`src/rtl/tv80_bus_pkg.sv`:
```
// Shared definitions for the tv80 bus bridge: FSM state encoding and
// default parameter values.
package tv80_bus_pkg;

  typedef enum logic [1:0] {
    IDLE = 2'd0,
    REQ  = 2'd1,
    DONE = 2'd2
  } bridge_state_e;

  localparam logic [7:0] INT_VECTOR_DEFAULT = 8'hFF;
  localparam int         TIMEOUT_DEFAULT    = 255;
  localparam int         TO_W_DEFAULT       = 8;

endpackage

```
`src/rtl/tv80_bus_bridge.sv`:
```
// Bridges tv80 CPU bus cycles onto a single-outstanding req/ack target port,
// stretching the CPU with wait states until the target (or a timeout) completes.
module tv80_bus_bridge
  import tv80_bus_pkg::*;
#(
  parameter logic [7:0] INT_VECTOR = INT_VECTOR_DEFAULT,
  parameter int         TIMEOUT    = TIMEOUT_DEFAULT,
  parameter int         TO_W       = TO_W_DEFAULT
) (
  input  logic        clk,
  input  logic        reset_n,
  input  logic        m1_n,
  input  logic        mreq_n,
  input  logic        iorq_n,
  input  logic        rd_n,
  input  logic        wr_n,
  input  logic        rfsh_n,
  input  logic [15:0] A,
  input  logic [7:0]  dout,
  output logic [7:0]  di,
  output logic        wait_n,
  output logic        tgt_req,
  output logic        tgt_we,
  output logic        tgt_io,
  output logic [15:0] tgt_addr,
  output logic [7:0]  tgt_wdata,
  input  logic [7:0]  tgt_rdata,
  input  logic        tgt_ack,
  output logic        bus_err
);

  localparam bit              TO_EN   = (TIMEOUT != 0);
  localparam logic [TO_W-1:0] TO_LAST = TO_W'((TIMEOUT == 0) ? 0 : TIMEOUT - 1);

  bridge_state_e   state_q, state_d;
  logic [7:0]      di_q, di_d;
  logic            tgt_req_q, tgt_req_d;
  logic            tgt_we_q, tgt_we_d;
  logic            tgt_io_q, tgt_io_d;
  logic [15:0]     tgt_addr_q, tgt_addr_d;
  logic [7:0]      tgt_wdata_q, tgt_wdata_d;
  logic            bus_err_q, bus_err_d;
  logic [TO_W-1:0] cnt_q, cnt_d;
  logic            acc_s, inta_s;

  // Decode of the CPU strobes; refresh and interrupt-acknowledge are excluded from acc.
  always_comb begin
    acc_s  = ((~mreq_n & rfsh_n) | (~iorq_n & m1_n)) & (~rd_n | ~wr_n);
    inta_s = ~iorq_n & ~m1_n;
  end

  // Next-state logic: one target transaction per CPU bus cycle.
  always_comb begin
    state_d     = state_q;
    di_d        = di_q;
    tgt_req_d   = tgt_req_q;
    tgt_we_d    = tgt_we_q;
    tgt_io_d    = tgt_io_q;
    tgt_addr_d  = tgt_addr_q;
    tgt_wdata_d = tgt_wdata_q;
    bus_err_d   = bus_err_q;
    cnt_d       = cnt_q;
    case (state_q)
      IDLE: begin
        if (inta_s) begin
          di_d    = INT_VECTOR;
          state_d = DONE;
        end else if (acc_s) begin
          tgt_addr_d  = A;
          tgt_wdata_d = dout;
          tgt_we_d    = ~wr_n;
          tgt_io_d    = ~iorq_n;
          tgt_req_d   = 1'b1;
          cnt_d       = {TO_W{1'b0}};
          state_d     = REQ;
        end else begin
          state_d = IDLE;
        end
      end
      REQ: begin
        cnt_d = cnt_q + TO_W'(1);
        // Ack has priority over a timeout landing in the same cycle.
        if (tgt_ack) begin
          tgt_req_d = 1'b0;
          di_d      = tgt_we_q ? di_q : tgt_rdata;
          state_d   = DONE;
        end else if (TO_EN && (cnt_q == TO_LAST)) begin
          tgt_req_d = 1'b0;
          di_d      = 8'hFF;
          bus_err_d = 1'b1;
          state_d   = DONE;
        end else begin
          state_d = REQ;
        end
      end
      DONE: begin
        if (!acc_s && !inta_s) begin
          state_d = IDLE;
        end else begin
          state_d = DONE;
        end
      end
      default: begin
        state_d   = IDLE;
        tgt_req_d = 1'b0;
      end
    endcase
  end

  // State and output registers.
  always_ff @(posedge clk or negedge reset_n) begin
    if (!reset_n) begin
      state_q     <= IDLE;
      di_q        <= 8'hFF;
      tgt_req_q   <= 1'b0;
      tgt_we_q    <= 1'b0;
      tgt_io_q    <= 1'b0;
      tgt_addr_q  <= 16'h0000;
      tgt_wdata_q <= 8'h00;
      bus_err_q   <= 1'b0;
      cnt_q       <= {TO_W{1'b0}};
    end else begin
      state_q     <= state_d;
      di_q        <= di_d;
      tgt_req_q   <= tgt_req_d;
      tgt_we_q    <= tgt_we_d;
      tgt_io_q    <= tgt_io_d;
      tgt_addr_q  <= tgt_addr_d;
      tgt_wdata_q <= tgt_wdata_d;
      bus_err_q   <= bus_err_d;
      cnt_q       <= cnt_d;
    end
  end

  // wait_n must drop in the very cycle the strobes appear, so it cannot be registered.
  always_comb begin
    if (!reset_n) begin
      wait_n = 1'b1;
    end else begin
      wait_n = ~((acc_s | inta_s) & (state_q != DONE));
    end
  end

  assign di        = di_q;
  assign tgt_req   = tgt_req_q;
  assign tgt_we    = tgt_we_q;
  assign tgt_io    = tgt_io_q;
  assign tgt_addr  = tgt_addr_q;
  assign tgt_wdata = tgt_wdata_q;
  assign bus_err   = bus_err_q;

endmodule

```
`config.mk`:
```
export PLATFORM = sky130hd
export DESIGN_NAME = tv80_bus_bridge
export DESIGN_NICKNAME = d
export VERILOG_FILES = /design/src/rtl/tv80_bus_pkg.sv /design/src/rtl/tv80_bus_bridge.sv
export SDC_FILE = /design/constraint.sdc
export NUM_CORES = 1
export LEC_CHECK = 0
export ABC_AREA = 1
export BUFFER_PORTS_ARGS = -buffer_cell sky130_fd_sc_hd__buf_2
export CORE_MARGIN = 3
export CORE_UTILIZATION = 53
export DETAILED_ROUTE_END_ITERATION = 8
export HOLD_SLACK_MARGIN = 0.03
export PLACE_DENSITY_LB_ADDON = 0.1
export SLEW_MARGIN = 40
export SYNTH_ARGS = -nofsm -noshare
export SYNTH_HDL_FRONTEND = slang
export SYNTH_SLANG_ARGS = --single-unit
```
`constraint.sdc`:
```
create_clock -name clk -period 1.9 [get_ports clk]
set_input_delay 0.095 -clock clk [delete_from_list [all_inputs] [get_ports clk]]
set_output_delay 0.095 -clock clk [all_outputs]
set_load 0.02 [all_outputs]
```
==> summary.txt <==
STA
  • Final setup viols: 0
  • Fin. Hold Viols: 0
  • Setup TNS Final: 0 ps
  • Slew @ Worst Pin: 562 ps
  • RSZ-0062 raised after global routing: no
  • Slew HR: 0.625
  • Final slew viol count: 0
  • Fin Clk Skew: 1.97 ps
  • Max Fclk: 659 MHz
  • PnR worst setup slack: 382 ps
  • Final period util: 0.799
  • Hold WS: 37.9 ps
  • Period minus WS final: 1520 ps

Setup path
  • Crit start category: primary input
  • CP required: 2080 ps
  • Worst Path Max Fanout: 30
  • Arrival @ worst endpoint: 1700 ps
  • Capturing element type of the critical path: register
  • CP Class: in2reg

Placement
  • Port bufs: 77
  • Gpl congestion: 0.754
  • Pre-CTS WS: 413 ps
  • DP HPWL: 3280 um

Clock network
  • CTS root buf: clkbuf_8
  • H-tree levels: 2
  • TritonCTS buffer count: 5
  • Register clock-pin slew on the reported worst setup and hold paths: 80 ps
  • Sink Count: 46
  • CTS tree: built
  • Clk_lat worst skew: 290 ps
  • Post-CTS Setup Inserts: 0
  • CTS Buffer Depth: 2

Power and ir drop
  • PwrDens: 1520 nW/um2
  • Max rail drop VDD: 0.00109 V
  • Pleak: 1.59 nW

Synthesis
  • Netlist cell types: 25
  • Warnings from Yosys: 0
  • Sequential share of the synthesized area: 0.536
  • Seq cells post-synth: 46
  • Post-Syn Instances: 245
  • Syn Area/Cell: 8.84 um2
  • Post-Syn Nets: 288
  • Synthesized area: 2160 um2

Finish
  • NumNets Final: 384
  • Synth-to-layout area growth: 34.2%
  • Most common cell after layout, fill and taps aside: buf_2
  • ANT cells: 0
  • Most frequent cells in the layout: buf_2 (77), nand2_1 (61), dfrtp_1 (38)
  • Layout cells sized above 1: 0.354
  • Final Core Density: 0.765

Detailed routing
  • DR vias: 1885
  • DRC: 0
  • Pre-Repair DR Iteration Count: 4
  • Routed Antenna Nets: 0
  • Drt wl/cell: 12.6 um
  • Initial DRC count: 117
  • Routed WL: 4920 um
  • Routed vias/inst: 4.83

GRT
  • Initial antenna violation count: 0
  • Vias in the first global route: 1865
  • Largest net degree at the start of global routing: 47
  • GRT overflow: 0
  • GRT Overall Usage: 0.210
  • First-pass GRT wire length: 8230 um

Status
  • Status: completed

Floorplan
  • Core area: 3800 um2
  • Starting Density: 0.570
  • Die Area: 4890 um2
  • Die width: 69.9 um
  • Site row count: 22
  • Die Y: 69.9 um
  • IO Pins: 78

Min path
  • Worst hold path class: in2reg

Job
  • Max-cap violations: 0
## repair_timing
| item | CTS | global route |
|---|---|---|
| hold endpoints to repair | 54 | 0 |
| hold buffers | 17 | 0 |
| gates resized for setup | 0 | 0 |
## cell type report
| class | count | area (um2) |
|---|---|---|
| sequential | 46 | 1160 |
| clock inverter | 2 | 60.1 |
| multi-input combinational | 157 | 822 |
| tap | 48 | 60.1 |
| fill | 270 | 893 |
| inverter | 35 | 136 |
| clock buffer | 6 | 82.6 |
| timing repair buffer | 96 | 583 |
## synthesized netlist by cell type
cell,n,share of area
a21oi_1,1,0.0023
nand3b_1,1,0.0035
o21ai_2,8,0.032
buf_8,1,0.0069
nor2_2,1,0.0029
nor2_4,3,0.016
ha_1,2,0.012
nand4_1,2,0.0058
nand4_4,1,0.0098
o21bai_1,1,0.0035
nand2_1,61,0.11
dfstp_2,8,0.097
nand2_4,5,0.026
o21ai_1,26,0.060
inv_2,1,0.0017
nand2_2,4,0.012
nand3_1,22,0.051
dfrtp_1,38,0.44
inv_6,1,0.0040
inv_1,33,0.057
or2_2,1,0.0029
o21ai_0,3,0.0069
a31o_2,1,0.0040
buf_2,6,0.014
nor2_1,14,0.024
## worst max-delay path, stage by stage
cell	delay (ps)
dlygate4sd3_1	540
buf_2	130
inv_1	60
nand2_1	50
nand2_1	100
nand4_4	300
buf_12	290
nand2_1	60
o21ai_1	60
## sequential cells by signal, indices dropped and copies added (netlist names)
| name | flops |
|---|---|
| tgt_addr | 16 |
| tgt_we | 1 |
| tgt_io | 1 |
| tgt_req | 1 |
| state_q | 2 |
| bus_err | 1 |
| cnt_q | 8 |
| di | 8 |
| tgt_wdata | 8 |
## cell families after synthesis
family / count (synthesis) / synth area share
compound gates: 40 / 0.109
fa+ha+maj: 2 / 0.0116
buf+inv: 42 / 0.0838
flops: 46 / 0.536
simple gates: 115 / 0.259
## report_power, final
part           total [W]  switching, W  internal (W)
clock network   0.000882      0.000322      0.000561
registers        0.00170      0.000259       0.00144
logic            0.00182       0.00118      0.000647
total            0.00441       0.00176       0.00265
## path summary, 6_finish.rpt
| path | start | to | slack, ps | depth (start not counted) |
|---|---|---|---|---|
| setup / recovery | iorq_n | tgt_addr[6] | 380 | 9 |
| hold reg to reg | bus_err | bus_err | 470 | 1 |
| setup reg to reg | state_q[0] | tgt_addr[6] | 400 | 5 |
| min in group asynchronous | reset_n | tgt_addr[13] | 450 | 3 |
| max in group asynchronous | reset_n | di[3] | 1070 | 3 |
| hold / removal | A[7] | tgt_addr[7] | 40 | 3 |
## layer usage
metal | vias to the layer above | GRT usage | wire (um)
met5 | - | 0 | 0
met4 | 0 | 0.0702 | 79
met3 | 8 | 0.0719 | 281
met2 | 60 | 0.353 | 2490
met1 | 854 | 0.250 | 2060
li1 | 963 | - | -
## through the flow
| stage | area (um2) | cells | total power, W |
|---|---|---|---|
| 2_1_floorplan | 2160 | 245 | 0.00294 |
| 3_3_place_gp | 2590 | 365 | 0.00344 |
| 3_5_place_dp | 2590 | 365 | 0.00351 |
| 4_1_cts | 2910 | 390 | 0.00443 |
| 5_1_grt | 2910 | 390 | 0.00469 |
| 6_report | 2910 | 390 | 0.00441 |
(Power assumes the default switching activity.)
